--- src/rtl/wb_arbiter_pkg.sv ---
// Shared types and constants for the write-back arbiter and its holding slots.
package wb_arbiter_pkg;

    localparam int unsigned XLEN    = 32;
    localparam int unsigned RADDR_W = 5;
    localparam int unsigned TAG_W   = 3;
    localparam int unsigned NUM_REQ = 3;
    localparam int unsigned RR_W    = 2;

    typedef logic [XLEN-1:0]    word_t;
    typedef logic [RADDR_W-1:0] regaddr_t;
    typedef logic [TAG_W-1:0]   regtag_t;

    localparam regtag_t UNLOCKED   = TAG_W'(0);
    localparam regtag_t ALU_MASTER = TAG_W'(1);
    localparam regtag_t LOAD_STORE = TAG_W'(2);

    localparam int unsigned WB_ALU0 = 0;
    localparam int unsigned WB_ALU1 = 1;
    localparam int unsigned WB_LS   = 2;

    typedef struct packed {
        regaddr_t addr;
        word_t    data;
        regtag_t  tag;
    } wb_req_t;

    // Requester index p+k, wrapped into 0..NUM_REQ-1.
    function automatic logic [RR_W-1:0] rr_add(input logic [RR_W-1:0] p, input int unsigned k);
        logic [RR_W:0] s;
        s = (RR_W+1)'(p) + (RR_W+1)'(k);
        if (s >= (RR_W+1)'(NUM_REQ)) begin
            s = s - (RR_W+1)'(NUM_REQ);
        end
        return RR_W'(s);
    endfunction

endpackage

--- src/rtl/wb_slot.sv ---
// One-entry result holding register; flush beats load, load beats drain.
module wb_slot
    import wb_arbiter_pkg::*;
(
    input  logic    clk,
    input  logic    rst,
    input  logic    load_i,
    input  logic    drain_i,
    input  logic    flush_i,
    input  wb_req_t req_i,
    output logic    valid_o,
    output wb_req_t req_o
);

    logic    valid_q, valid_d;
    wb_req_t req_q, req_d;

    always_comb begin
        valid_d = valid_q;
        req_d   = req_q;
        if (flush_i) begin
            valid_d = 1'b0;
        end else if (load_i) begin
            valid_d = 1'b1;
            req_d   = req_i;
        end else if (drain_i) begin
            valid_d = 1'b0;
        end
    end

    always_ff @(posedge clk or posedge rst) begin
        if (rst) begin
            valid_q <= 1'b0;
            req_q   <= '0;
        end else begin
            valid_q <= valid_d;
            req_q   <= req_d;
        end
    end

    assign valid_o = valid_q;
    assign req_o   = req_q;

endmodule

--- src/rtl/wb_arbiter.sv ---
// Round-robin write-back arbiter: three holding slots drained onto two register-file write ports.
module wb_arbiter
    import wb_arbiter_pkg::*;
(
    input  logic                              clk,
    input  logic                              rst,
    input  logic                              rdy_i,
    input  logic                              flush_i,
    input  logic [NUM_REQ-1:0]                in_valid_i,
    output logic [NUM_REQ-1:0]                in_ready_o,
    input  logic [NUM_REQ-1:0][RADDR_W-1:0]   in_addr_i,
    input  logic [NUM_REQ-1:0][XLEN-1:0]      in_data_i,
    input  logic [NUM_REQ-1:0][TAG_W-1:0]     in_tag_i,
    output logic                              wr_en0_o,
    output logic [RADDR_W-1:0]                wr_addr0_o,
    output logic [XLEN-1:0]                   wr_data0_o,
    output logic [TAG_W-1:0]                  wr_tag0_o,
    output logic                              wr_en1_o,
    output logic [RADDR_W-1:0]                wr_addr1_o,
    output logic [XLEN-1:0]                   wr_data1_o,
    output logic [TAG_W-1:0]                  wr_tag1_o
);

    logic [NUM_REQ-1:0] slot_valid;
    wb_req_t            slot_req [NUM_REQ];
    wb_req_t            in_req   [NUM_REQ];
    logic [NUM_REQ-1:0] drain, drain_fire, load;
    logic               fire, flush_fire;

    logic [RR_W-1:0]    rr_ptr_q, rr_ptr_d;
    logic [RR_W-1:0]    scan_idx, p0_idx, p1_idx;
    logic               p0_vld, p1_vld;
    regaddr_t           p0_addr;

    assign fire       = rdy_i && !flush_i;
    assign flush_fire = rdy_i && flush_i;
    assign in_ready_o = {NUM_REQ{fire}} & (~slot_valid | drain);
    assign load       = in_valid_i & in_ready_o;
    assign drain_fire = drain & {NUM_REQ{fire}};

    always_comb begin
        for (int i = 0; i < NUM_REQ; i++) begin
            in_req[i] = '{addr: in_addr_i[i], data: in_data_i[i], tag: in_tag_i[i]};
        end
    end

    for (genvar g = 0; g < NUM_REQ; g++) begin : g_slot
        wb_slot u_slot (
            .clk     (clk),
            .rst     (rst),
            .load_i  (load[g]),
            .drain_i (drain_fire[g]),
            .flush_i (flush_fire),
            .req_i   (in_req[g]),
            .valid_o (slot_valid[g]),
            .req_o   (slot_req[g])
        );
    end

    // Grant scan from rr_ptr; x0 slots drain without a port, same-address collisions wait.
    always_comb begin
        drain    = '0;
        p0_vld   = 1'b0;
        p1_vld   = 1'b0;
        p0_idx   = '0;
        p1_idx   = '0;
        p0_addr  = '0;
        scan_idx = '0;
        for (int k = 0; k < NUM_REQ; k++) begin
            scan_idx = rr_add(rr_ptr_q, k);
            if (slot_valid[scan_idx]) begin
                if (slot_req[scan_idx].addr == '0) begin
                    drain[scan_idx] = 1'b1;
                end else if (!p0_vld) begin
                    p0_vld          = 1'b1;
                    p0_idx          = scan_idx;
                    p0_addr         = slot_req[scan_idx].addr;
                    drain[scan_idx] = 1'b1;
                end else if (!p1_vld && (slot_req[scan_idx].addr != p0_addr)) begin
                    p1_vld          = 1'b1;
                    p1_idx          = scan_idx;
                    drain[scan_idx] = 1'b1;
                end
            end
        end
    end

    always_comb begin
        wr_en0_o   = p0_vld && fire;
        wr_addr0_o = wr_en0_o ? slot_req[p0_idx].addr : '0;
        wr_data0_o = wr_en0_o ? slot_req[p0_idx].data : '0;
        wr_tag0_o  = wr_en0_o ? slot_req[p0_idx].tag  : '0;
        wr_en1_o   = p1_vld && fire;
        wr_addr1_o = wr_en1_o ? slot_req[p1_idx].addr : '0;
        wr_data1_o = wr_en1_o ? slot_req[p1_idx].data : '0;
        wr_tag1_o  = wr_en1_o ? slot_req[p1_idx].tag  : '0;
    end

    always_comb begin
        rr_ptr_d = rr_ptr_q;
        if (fire && p0_vld) begin
            rr_ptr_d = rr_add(p1_vld ? p1_idx : p0_idx, 1);
        end
    end

    always_ff @(posedge clk or posedge rst) begin
        if (rst) begin
            rr_ptr_q <= '0;
        end else begin
            rr_ptr_q <= rr_ptr_d;
        end
    end

endmodule

--- config.mk ---
export PLATFORM = sky130hd
export DESIGN_NAME = wb_arbiter
export DESIGN_NICKNAME = d
export VERILOG_FILES = /design/src/rtl/wb_arbiter_pkg.sv /design/src/rtl/wb_slot.sv /design/src/rtl/wb_arbiter.sv
export SDC_FILE = /design/constraint.sdc
export NUM_CORES = 1
export LEC_CHECK = 0
export ABC_AREA = 1
export ABC_CLOCK_PERIOD_IN_PS = 4900
export CAP_MARGIN = 20
export CORE_MARGIN = 4
export CORE_UTILIZATION = 30
export CTS_CLUSTER_SIZE = 12
export DETAILED_ROUTE_END_ITERATION = 12
export GPL_TIMING_DRIVEN = 0
export PLACE_DENSITY = 0.49
export SYNTH_ARGS = -nofsm -noshare
export SYNTH_HDL_FRONTEND = slang
export SYNTH_SLANG_ARGS = --single-unit
--- constraint.sdc ---
create_clock -name clk -period 4.9 [get_ports clk]
set_clock_uncertainty 0.15 [all_clocks]
set_input_delay 0.98 -clock clk [delete_from_list [all_inputs] [get_ports clk]]
set_output_delay 0.98 -clock clk [all_outputs]
set_load 0.02 [all_outputs]
==> impl_metrics.csv <==
group,metric,value,unit
layout,drive_gt1_share,21.3,%
synthesis,synth_nets,1523,
sta,slew_headroom,50.3,%
status,outcome,"finished, final reports clean",
sta,tightest_slew,0.746,ns
synthesis,yosysWarnings,0,
setup_path,reg2regPathDepth,20,
sta,finalMaxSlewViolations,0,
min_path,min_path_type,"reg2reg",
clocking,cts_hold_buf,0,
floorplanning,die_x,180,um
synthesis,synthFlopType,"dfrtp_1",
setup_path,cp_top_family,"simple AND/OR/NAND/NOR gates",
synthesis,synth.top_cell.area_share,35.2,%
min_path,worstHoldStart,"g_slot[1].u_slot.req_o[2]",
grt,grt_max_degree,88,
drt,wl_per_cell,19.5,um
clocking,path_clk_slew,0.05,ns
clocking,clockRootBuffer,"clkbuf_16",
drt,routed_wl,40300,um
place,gp_congestion,0.844,
setup_path,worst-path-buf-inv,6,
sta,period_minus_slack,4.85,ns
synthesis,synth.distinct_cells,37,
clocking,clock_path_buffers,2,
synthesis,synth_top_cell_by_area,"dfrtp_1",
floorplanning,ios,212,
pwr,leakagePower,6.55,nW
drt,drtAntennaViolNets,0,
grt,overflow,0,
setup_path,critPathLaunchType,"register",
setup_path,reg2reg_to,"rr_ptr_q[0]",
sta,hold_viol,0,
sta,rsz0062_at_grt,"true",
sta,setup_violations,0,
setup_path,r2r_slack,1.43,ns
synthesis,synth_area,0.00888,mm2
setup_path,worstSetupEndpointType,"output port",
setup_path,r2r-start,"rr_ptr_q[1]",
clocking,htree_levels,4,
drt,first_pass_iters,5,
floorplanning,coreArea,0.0289,mm2
grt,grt.total_usage,23.9,%
setup_path,path_max_fanout,10,
layout,stdcell_area,0.0131,mm2
floorplanning,rows,62,
clocking,numCtsBuffers,17,
place,port_buffers,209,
drt,vias,10500,
drt,vias_per_cell,5.08,
drt,post-route-drc-count,0,
grt,grt_pass1_vias,10200,
synthesis,synthArstFlopShare,100,%
synthesis,synth_most_common_cell,"nand2_1",
setup_path,critPathRequiredTime,3.77,ns
synthesis,synthCells,1391,
layout,area_growth,48.1,%
layout,layout.nets,1797,
grt,antenna_found_initial,3,
synthesis,yosysSeqAreaShare,35.2,%
setup_path,slowest_stage,"dfrtp_1",
synthesis,synth_commonest_cells,"nand2_1, nor2_1, dfrtp_1",
clocking,clock_sinks,125,
grt,grt_pass1_wl,61100,um
synthesis,synth_area_leaders,"dfrtp_1, nand2_1, nor2_1",
sta,post-route-period-util,99.1,%
floorplanning,start_util,30.7,%
clocking,cts_tree,"built",
pwr,cellPowerDensity,886,mW/mm2
place,detailedPlace.worstSlack,-0.562,ns
min_path,holdPathEnd,"g_slot[1].u_slot.req_o[2]",
setup_path,crit_chain,"buf_4 > ha_4 > buf_6 > o21ai_4 > nand2_4 > inv_6 > nand3_2 > xor2_1 > nand2_1 > nor3_2 > nand3_1 > nand2_4 > nand4_4 > o21bai_4 > buf_6 > bufbuf_16 > nand2_1 > nand2_1 > nor2_1 > nor2_2 > buf_6",
setup_path,slowest_delay,0.40,ns
setup_path,crit_type,"reg2out",
drt,dr.first_iter.drc_count,826,
synthesis,syn_area_per_cell,6.38,um2
clocking,worstSkewPairLatency,0.42,ns
floorplanning,die_y,180,um
floorplanning,dieArea,0.0324,mm2
synthesis,synth-edff-count,0,
sta,fmax,0.206,GHz
place,placed_area,0.0115,mm2
pwr,irDropWorstVdd,393,uV
run,maxCapViolCount,0,
sta,layout_setup_ws,0.0463,ns
setup_path,crit_arrival,3.72,ns
place,dp_hpwl,28300,um
synthesis,synth-seq-cells,125,
min_path,holdPathStages,2,
[layout by cell type, fill, tap and decap left out, types with 6 or more instances in the layout]
cell and n:
a21oi_1 48, buf_12 9, buf_2 33, buf_4 94, buf_6 39, buf_8 6, clkbuf_1 18, clkbuf_16 20
clkbuf_2 18, clkbuf_8 7, clkdlybuf4s50_1 125, dfrtp_1 125, inv_1 103, inv_2 11, nand2_1 415, nand2_2 14
nand3_1 101, nand3_2 20, nand3_4 7, nand4_1 86, nor2_1 176, nor2_2 26, nor2_4 8, o21ai_0 53
o21ai_1 41
[area by class of cell]
| class | instances | area, um2 |
|---|---|---|
| diodes | 2 | 5.00 |
| plain buffers | 104 | 920 |
| clock buffers | 23 | 488 |
| clock inverters | 6 | 110 |
| fillers | 3028 | 15800 |
| inverters | 120 | 480 |
| multi-input cells | 1041 | 5170 |
| flip-flops and latches | 125 | 3130 |
| well taps | 384 | 480 |
| repair buffers | 256 | 2360 |
[worst max-delay path by stage]
stage / start / endpoint / slack [ns] / cells past startpoint
3_5_place_dp: rr_ptr_q[0] / wr_tag0_o[1] / -0.56 / 19
4_1_cts: rr_ptr_q[0] / wr_data0_o[9] / 0.00006 / 20
3_3_place_gp: rst / g_slot[0].u_slot.req_o[8] / -1.89 / 2
2_1_floorplan: rst / g_slot[0].u_slot.req_o[0] / 0.44 / 1
6_report: rr_ptr_q[0] / wr_tag1_o[1] / 0.05 / 21
5_1_grt: rr_ptr_q[1] / wr_data1_o[21] / -0.12 / 25
[where the power goes]
part           switching, mW  internal [mW]
logic                   5.08           3.20
registers              0.493           1.53
clock network          0.485          0.846
total                   6.06           5.58
[cells by family (layout without fill, tap and decap cells)]
family          after synthesis  after routing  synth area share (%)
fa+ha+maj                     5              5                 0.705
xor+xnor                      4              4                 0.395
other cells                   0              2                     0
buf+inv                     226            509                  11.7
simple gates                862            862                  41.7
compound gates              169            170                  10.2
flops                       125            125                  35.2
[worst min-delay path: cells and delay by family, from the launching register on]
| kind | cells | cell delay [ns] |
|---|---|---|
| AND/OR/NAND/NOR | 2 | 0.10 |
| flip-flops | 1 | 0.34 |
[flip-flops by register name, summed over array words and instances (netlist names)]
| name | count |
|---|---|
| g_slot.u_slot.req_o | 120 |
| rr_ptr_q | 2 |
| g_slot.u_slot.valid_o | 3 |
[timing repair]
item | CTS | global route
gates resized for setup | 390 | 221
setup buffers | 17 | 23
hold endpoints to repair | 0 | 0
setup endpoints to repair | 85 | 85
pin swaps | 20 | 49
cloned | 4 | 3
[metrics by stage]
| step | total power, mW | hold WS [ns] | setup TNS (ns) | instances | util (%) |
|---|---|---|---|---|---|
| floorplan | 6.38 | 0.292 | 0 | 1391 | - |
| global placement | 8.66 | 0.309 | -265.69 | 1984 | 39.6 |
| detailed placement | 8.68 | 0.316 | -30.02 | 1985 | 39.7 |
| CTS | 10.8 | 0.327 | 0 | 2035 | 43.1 |
| global route | 12.6 | 0.346 | -2.21 | 2061 | 45.4 |
| finish | 11.6 | 0.330 | 0 | 2061 | 45.4 |
[metal layers]
layer  vias up  wire, um  global-route usage, %
met2       381     18100                   37.0
met5         -        11                      0
li1       5043         -                      -
met3        55      2540                   4.99
met1      4990     18600                   33.9
met4         2      1040                   6.53
(Power assumes the default switching activity.)
